<file path="config.mk">
export PLATFORM = sky130hd
export DESIGN_NAME = apb_master_bridge
export DESIGN_NICKNAME = d
export VERILOG_FILES = /design/src/rtl/apb_pkg.sv /design/src/rtl/apb_wait_timer.sv /design/src/rtl/apb_master_bridge.sv
export SDC_FILE = /design/constraint.sdc
export NUM_CORES = 1
export LEC_CHECK = 0
export CORE_UTILIZATION = 37
export DETAILED_ROUTE_END_ITERATION = 10
export PLACE_DENSITY = 0.8
export SLEW_MARGIN = 10
export SYNTH_ARGS = -nofsm -noshare
export SYNTH_HDL_FRONTEND = slang
export SYNTH_SLANG_ARGS = --single-unit
</file>
<file path="constraint.sdc">
create_clock -name PCLK -period 3.01 [get_ports PCLK]
set_input_delay 0.602 -clock PCLK [delete_from_list [all_inputs] [get_ports PCLK]]
set_output_delay 0.602 -clock PCLK [all_outputs]
set_load 0.01 [all_outputs]
</file>
<file path="src/rtl/apb_pkg.sv">
// Shared APB definitions: requester FSM encoding, bus phase constants and
// the wait-timer sizing helper.
package apb_pkg;

  typedef enum logic [2:0] {
    ST_IDLE   = 3'd0,
    ST_SETUP  = 3'd1,
    ST_ACCESS = 3'd2,
    ST_CAPT   = 3'd3,
    ST_RESP   = 3'd4
  } apb_state_e;

  typedef struct packed {
    logic psel;
    logic penable;
  } apb_phase_t;

  localparam apb_phase_t PH_IDLE   = '{psel: 1'b0, penable: 1'b0};
  localparam apb_phase_t PH_SETUP  = '{psel: 1'b1, penable: 1'b0};
  localparam apb_phase_t PH_ACCESS = '{psel: 1'b1, penable: 1'b1};

  // Bus phase driven in each requester state; only SETUP and ACCESS select.
  function automatic apb_phase_t phase_of(input apb_state_e st);
    case (st)
      ST_SETUP:  return PH_SETUP;
      ST_ACCESS: return PH_ACCESS;
      default:   return PH_IDLE;
    endcase
  endfunction

  // Wait counter must hold TIMEOUT without wrapping; never narrower than 1 bit.
  function automatic int unsigned timer_width(input int unsigned t);
    return (t == 0) ? 1 : $clog2(t + 1);
  endfunction

endpackage

</file>
<file path="src/rtl/apb_wait_timer.sv">
// ACCESS wait-state counter. Counts cycles with PREADY low, clears when the
// requester leaves ACCESS, flags expiry on the TIMEOUT-th waiting cycle.
module apb_wait_timer
  import apb_pkg::*;
#(
  parameter int unsigned TIMEOUT = 16
) (
  input  logic clk,
  input  logic rst,
  input  logic clr,
  input  logic en,
  output logic expire
);

  localparam int unsigned   CW       = timer_width(TIMEOUT);
  localparam logic [CW-1:0] CNT_LAST = CW'(TIMEOUT == 0 ? 0 : TIMEOUT - 1);
  localparam logic [CW-1:0] CNT_MAX  = '1;

  logic [CW-1:0] cnt_q, cnt_d;

  // Next count: clear has priority; saturate so TIMEOUT=0 never wraps.
  always_comb begin
    cnt_d = cnt_q;
    if (clr) begin
      cnt_d = '0;
    end else if (en && (cnt_q != CNT_MAX)) begin
      cnt_d = cnt_q + CW'(1);
    end
  end

  // Counter register.
  always_ff @(posedge clk or posedge rst) begin
    if (rst) cnt_q <= '0;
    else     cnt_q <= cnt_d;
  end

  assign expire = (TIMEOUT != 0) && en && (cnt_q == CNT_LAST);

endmodule

</file>
<file path="src/rtl/apb_master_bridge.sv">
// Command/response to APB4 requester: one SETUP+ACCESS transfer per command,
// wait states with timeout abort, read data returned on a response port.
//
//   state  | meaning
//   IDLE   | cmd_ready high, waiting for a command
//   SETUP  | PSEL=1, PENABLE=0 for one cycle
//   ACCESS | PSEL=PENABLE=1 until PREADY or timeout
//   CAPT   | bus idle, capture PRDATA from a registered-read slave
//   RESP   | rsp_valid high until rsp_ready
module apb_master_bridge
  import apb_pkg::*;
#(
  parameter int unsigned ADDWIDTH  = 8,
  parameter int unsigned DATAWIDTH = 32,
  parameter int unsigned TIMEOUT   = 16,
  parameter int unsigned RDATA_LAT = 1
) (
  input  logic                   PCLK,
  input  logic                   PRESET,
  input  logic                   cmd_valid,
  output logic                   cmd_ready,
  input  logic                   cmd_write,
  input  logic [ADDWIDTH-1:0]    cmd_addr,
  input  logic [DATAWIDTH-1:0]   cmd_wdata,
  input  logic [DATAWIDTH/8-1:0] cmd_strb,
  output logic                   rsp_valid,
  input  logic                   rsp_ready,
  output logic [DATAWIDTH-1:0]   rsp_rdata,
  output logic                   rsp_err,
  output logic                   PSEL,
  output logic                   PENABLE,
  output logic                   PWRITE,
  output logic [ADDWIDTH-1:0]    PADDR,
  output logic [DATAWIDTH-1:0]   PWDATA,
  output logic [DATAWIDTH/8-1:0] PSTRB,
  input  logic                   PREADY,
  input  logic [DATAWIDTH-1:0]   PRDATA
);

  localparam int unsigned SW = DATAWIDTH / 8;

  apb_state_e           state_q, state_d;
  logic                 cmd_ready_q, cmd_ready_d;
  logic                 pwrite_q, pwrite_d;
  logic [ADDWIDTH-1:0]  paddr_q, paddr_d;
  logic [DATAWIDTH-1:0] pwdata_q, pwdata_d;
  logic [SW-1:0]        pstrb_q, pstrb_d;
  logic [DATAWIDTH-1:0] rdata_q, rdata_d;
  logic                 err_q, err_d;
  logic                 tmr_clr, tmr_en, tmr_expire;
  apb_phase_t           phase;

  assign tmr_clr = (state_q != ST_ACCESS);
  assign tmr_en  = (state_q == ST_ACCESS) && !PREADY;

  apb_wait_timer #(.TIMEOUT(TIMEOUT)) u_timer (
    .clk    (PCLK),
    .rst    (PRESET),
    .clr    (tmr_clr),
    .en     (tmr_en),
    .expire (tmr_expire)
  );

  // Next-state and transfer/response register updates.
  always_comb begin
    state_d  = state_q;
    pwrite_d = pwrite_q;
    paddr_d  = paddr_q;
    pwdata_d = pwdata_q;
    pstrb_d  = pstrb_q;
    rdata_d  = rdata_q;
    err_d    = err_q;
    case (state_q)
      ST_IDLE: begin
        if (cmd_valid && cmd_ready_q) begin
          pwrite_d = cmd_write;
          paddr_d  = cmd_addr;
          pwdata_d = cmd_wdata;
          pstrb_d  = cmd_write ? cmd_strb : '0;
          rdata_d  = '0;
          err_d    = 1'b0;
          state_d  = ST_SETUP;
        end
      end
      ST_SETUP: state_d = ST_ACCESS;
      ST_ACCESS: begin
        // PREADY wins over a simultaneous expiry.
        if (PREADY) begin
          err_d = 1'b0;
          if (pwrite_q) begin
            rdata_d = '0;
            state_d = ST_RESP;
          end else if (RDATA_LAT == 0) begin
            rdata_d = PRDATA;
            state_d = ST_RESP;
          end else begin
            state_d = ST_CAPT;
          end
        end else if (tmr_expire) begin
          err_d   = 1'b1;
          rdata_d = '0;
          state_d = ST_RESP;
        end
      end
      ST_CAPT: begin
        rdata_d = PRDATA;
        state_d = ST_RESP;
      end
      ST_RESP: if (rsp_ready) state_d = ST_IDLE;
      default: state_d = ST_IDLE;
    endcase
    // Registered so cmd_ready stays low while reset is asserted.
    cmd_ready_d = (state_d == ST_IDLE);
  end

  // State and datapath registers.
  always_ff @(posedge PCLK or posedge PRESET) begin
    if (PRESET) begin
      state_q     <= ST_IDLE;
      cmd_ready_q <= 1'b0;
      pwrite_q    <= 1'b0;
      paddr_q     <= '0;
      pwdata_q    <= '0;
      pstrb_q     <= '0;
      rdata_q     <= '0;
      err_q       <= 1'b0;
    end else begin
      state_q     <= state_d;
      cmd_ready_q <= cmd_ready_d;
      pwrite_q    <= pwrite_d;
      paddr_q     <= paddr_d;
      pwdata_q    <= pwdata_d;
      pstrb_q     <= pstrb_d;
      rdata_q     <= rdata_d;
      err_q       <= err_d;
    end
  end

  assign phase     = phase_of(state_q);
  assign PSEL      = phase.psel;
  assign PENABLE   = phase.penable;
  assign PWRITE    = pwrite_q;
  assign PADDR     = paddr_q;
  assign PWDATA    = pwdata_q;
  assign PSTRB     = pstrb_q;
  assign cmd_ready = cmd_ready_q;
  assign rsp_valid = (state_q == ST_RESP);
  assign rsp_rdata = rdata_q;
  assign rsp_err   = err_q;

endmodule

</file>
# Word level (Yosys, flattened, before mapping)
# Cells that the tools add are included.
# totals
ff_bits	87
output_inout_bits	82
wordCells	52
in_bits	82
# classes
n_reduce_logical	13
eq_ne	10
n_mux	19
add_sub_neg	1
# op_table
op	n
$mux W32	4
$pmux W32 S3	1
$mux W3	5
$pmux W3 S5	1
$mux W5	2
$eq A3 B2 Y1 const B	2
$logic_not A3 Y1	2
$ne A3 B3 Y1 const B	2
$add A5 B1 Y5 const B	1
$eq A5 B4 Y1 const B	1
$ne A5 B5 Y1 const B	1
$logic_and A1 B1 Y1	4
$mux W4	1
$pmux W2 S2	1
$reduce_and A4 Y1	1
$reduce_bool A2 Y1	2
$eq A3 B1 Y1 const B	1
$eq A3 B3 Y1 const B	1
$mux W1	3
$ne A3 B2 Y1 const B	1
$reduce_and A3 Y1	1
$reduce_bool A3 Y1	1
$ne A2 B2 Y1 const B	1
$pmux W1 S2	1
other kinds (2)	2

# Depth between registers and ports, before layout
# Gate-level depths: netlist (run 1).
# logic_depth
word_depth	7
ltp_mapped	7
ltp_nobuf	6

# Hierarchy
# From an unflattened synthesis (run 1), not the netlist that was laid out.
# hier_totals
hier_cells	234
area_unflattened_um2	3537.1
# by_module_without_submodules
module	cells_per_inst	seq_area_each_um2	instances	area_each_um2
apb_master_bridge	208	2052.0	1	3253.1
apb_wait_timer	26	125.1	1	284.0

# Worst setup path before layout (run 1)
# No wires, ideal clock.
# synth_path
path_kind	register to register
from	register u_timer.cnt_q[0]
to	register rdata_q[0], in the netlist rsp_rdata[0]
path_slack_ns	1.186
setup_ns	0.065
synth_period_minus_slack_ns	1.824
required_ns	2.945
t_arrival_ns	1.759
path_stages_with_launch	8
n_path_buf	1
path_cell_list	dfrtp_1 ha_1 and3_1 ha_1 mux2_2 o221ai_4 buf_6 a22o_1
# synth_via
elab_chain_len	4
# synth_lines
item	line_no	source
start: declaration	apb_wait_timer.sv:19	logic [CW-1:0] cnt_q, cnt_d;
start signal: assignment	apb_wait_timer.sv:34	else cnt_q <= cnt_d;
$eq A5 B4 Y1	apb_wait_timer.sv:37	assign expire = (TIMEOUT != 0) && en && (cnt_q == CNT_LAST);
$logic_and A1 B1 Y1	apb_wait_timer.sv:37	
$ne A3 B3 Y1 (no line)	n/a	
$reduce_and A4 Y1 (no line)	n/a	
end signal: assignment	apb_master_bridge.sv:134	rdata_q <= rdata_d;
end: declaration	apb_master_bridge.sv:48	logic [DATAWIDTH-1:0] rdata_q, rdata_d;
# Every way passes these cells.
# A chain may end at the register's enable or synchronous reset.

# Final worst setup path (run 1)
# layout_path
from	register state_q[0]
to	output PENABLE
# layout_via
elab_chain_len	2
word_cells_on_any_way	3
classes_between	eq/ne: 2; mux: 1
# layout_lines
item	line_no	source
start: declaration	apb_master_bridge.sv:42	apb_state_e state_q, state_d;
start signal: assignment	apb_master_bridge.sv:128	state_q <= state_d;
$eq A3 B2 Y1 / $eq A3 B1 Y1 (equally long branches)	apb_pkg.sv:24	case (st)
$pmux W2 S2 *	apb_pkg.sv:24	
end: declaration	apb_master_bridge.sv:31	output logic PENABLE,
# Every way passes the cells marked *; elsewhere a longest branch is shown, timed or not.

==> metrics.cfg, run 1 <==
[status]
status=complete, but fails checks
violations=DRC

[finish]
fillerInstances=728
num_antenna_cells=0
layout-drive-gt1-share_pct=16.4
area_growth_pct=57.0
fin_cells=511
nets=483

[cts]
postCtsHoldBufs=0
tritoncts=built
clock_latency_ps=340
postCtsSetupRepairBufs=0
clockBufferDepth=2
cts-root-buf=clkbuf_8
clock-sinks=87
clkTransAtPathRegs_ps=80
numCtsBuffers=9
h-tree-depth=3
cts_resized=0

[die]
initial_core_util_pct=38.8
die_area_um2=9680
row_count=34
fp.coreArea_um2=8850
fp.dieH_um=98.4
chipWidth_um=98.4
io-pin-count=164

[route]
drtIter0Drc=84
firstDrtPassIters=9
wl_per_cell_um=15.6
routed_wl_mm=7.99
drc=12
antenna_left=0
viasPerCell=4.98
num_vias=2545

[timing]
fmax_ghz=0.386
rsz0062_at_grt=no
fin_crit_ps=2590
worst_pin_slew_ps=544
setup_viol=0
drv_slew=0
hold_viol_final=0
fin_crit_sh_pct=86.1
slew_headroom_pct=63.7
fin_setup_tns_ps=0
hold_slack_ps=492
skew_ps=7.84

[critical_path]
slowest_delay_ps=560
reg2reg_to=rsp_rdata[16]$_DFFE_PP0P_
crit_path_max_fanout=9
end_kind=primary output
ff2ff_path_depth=7
critPathRequiredTime_ps=2410
slowest_stage=or3b_1
crit_path_cell_trace=or3b_1, inv_1, clkdlybuf4s50_1
start_kind=flip-flop
worst-setup-path-type=reg2out
r2r_slack_ps=910
cp.arrival_ps=1990
startpoint=state_q[0]$_DFF_PP0_
r2r-start=u_timer.cnt_q[0]$_DFFE_PP0P_

[synth]
async_flop_share_pct=100
synth-edff-count=0
yosysSeqAreaShare_pct=63.3
yosysWarnings=0
postSynthAreaPerCell_um2=14.8
synthCells=232
syn-num-nets=317
ys_ff_latch=87
yosysUniqueCellTypes=34
syn_area_um2=3440
synth_flop_cell=dfrtp_1

[placed_design]
dp_hpwl_mm=5.77
dp.cells=495
port_buffers=163
place.gp.congestion=0.693

[global_routing]
grt_pass1_wl_mm=13.0
grt_pass1_vias=2715
grt_remaining_overflow=0
grt_use_total_pct=17.2
grt_max_degree=45
antenna_found_initial=0

[min_path]
min_path_type=reg2reg
hold_end=PWDATA[15]$_DFFE_PP0P_
min_from=PWDATA[15]$_DFFE_PP0P_
whs_path_depth=1

[power_and_ir_drop]
leakagePower_nw=2.29
powerDensity_nw_per_um2=964
ir_drop_uv=437

[run]
cap_viol_max_count=0

[cell usage in the layout, fill, tap and decap left out, types with 3 or more instances in the layout]
cell,instances
buf_12,3
ha_1,3
buf_4,3
clkdlybuf4s50_1,163
dfrtp_1,87
inv_1,4
clkbuf_8,11
mux2_1,4
nand2_1,5
clkinv_2,3
o21ai_0,10
mux2_2,38
nor2_1,5
a22o_1,32
a21oi_1,3
[cells by family (layout without fill, tap and decap cells)]
logic type | Yosys count | count (layout) | share of synthesized area (%)
adders and majority gates | 3 | 3 | 1.09
DFF | 87 | 87 | 63.3
AOI/OAI and AO/OA | 52 | 52 | 12.7
and+or+nand+nor | 27 | 27 | 4.99
xor gates and xnor gates | 2 | 2 | 0.510
buffers and inverters | 19 | 190 | 3.57
muxes | 42 | 42 | 13.8
[registers in the layout, indices dropped and copies added, names as in the netlist]
signal	count
rsp_rdata	32
cmd_ready	1
PSTRB	4
state_q	3
PADDR	8
u_timer.cnt_q	5
rsp_err	1
PWRITE	1
PWDATA	32
[how the worst max path moves through the flow]
stage | end | slack [ps] | cells after the start
2_1_floorplan | PADDR[0]$_DFFE_PP0P_ | 160 | 1
3_3_place_gp | rsp_rdata[21]$_DFFE_PP0P_ | 640 | 5
3_5_place_dp | rsp_rdata[20]$_DFFE_PP0P_ | 590 | 5
4_1_cts | PENABLE | 390 | 3
5_1_grt | PENABLE | 320 | 3
6_report | PENABLE | 420 | 3
[cell usage after synthesis (2+ instances only)]
library cell  count  area [um2]
mux2_2           38         428
inv_1             5        18.8
nor2_1            5        18.8
nand2_1           5        18.8
o21ai_0          10        50.1
buf_4             4        30.0
o31ai_1           2        15.0
buf_6             4        45.0
a211oi_1          2        15.0
a22o_1           32         280
buf_2             5        25.0
mux2_1            4        45.0
xnor2_1           2        17.5
ha_1              3        37.5
a21oi_1           3        15.0
nand3_1           2        10.0
and3_1            2        12.5
nand2b_1          2        12.5
dfrtp_1          87        2180
[layout make-up]
class	count	area [um2]	area share [%]
Sequential cell	87	2180	40.3
Timing Repair Buffer	169	1710	31.8
Multi-Input combinational cell	126	1140	21.2
Clock buffer	11	151	2.81
Tap cell	108	135	2.50
Clock inverter	5	56.3	1.04
Inverter	5	20.0	0.371
[power by group]
| group | internal [mW] | leakage, nW | switching, mW |
|---|---|---|---|
| clock | 0.428 | 0.105 | 0.402 |
| sequential | 1.67 | 1.11 | 0.288 |
| combinational | 1.48 | 1.07 | 0.930 |
| total | 3.58 | 2.29 | 1.62 |
[per-layer routing]
layer  vias to the layer above  GRT usage, %  routed length (um)
met5                         -             0                   0
met4                         0          6.66                  96
met3                         9          5.58                 778
met2                       123          28.2                3730
met1                      1236          21.2                3380
li1                       1177             -                   -
[per-stage QoR]
stage          power, mW  setup slack (ps)  util (%)  cell area (um2)
2_1_floorplan       3.11               158         -             3440
3_3_place_gp        4.35               645      58.6             5190
3_5_place_dp        4.42               589      58.6             5190
4_1_cts             5.27               392      61.0             5400
5_1_grt             5.52               323      61.0             5400
6_report            5.20               420      61.0             5400
[critical path, delay by kind of cell, from the launching register on]
family | cells | cell delay [ps]
and+or+nand+nor | 1 | 560
DFF | 1 | 460
buffers and inverters | 2 | 630
Note: power is estimated with default switching activity, not from simulation.
==> run 2: changes to the inputs <==
--- a/config.mk
+++ b/config.mk
@@ -5,6 +5,7 @@
 export SDC_FILE = /design/constraint.sdc
 export NUM_CORES = 1
 export LEC_CHECK = 0
+export ABC_CLOCK_PERIOD_IN_PS = 3010
 export CORE_UTILIZATION = 37
 export DETAILED_ROUTE_END_ITERATION = 10
 export PLACE_DENSITY = 0.8
==> results of run 2 <==
No change in the layout: final DEF, timing and power equal those of run 1.
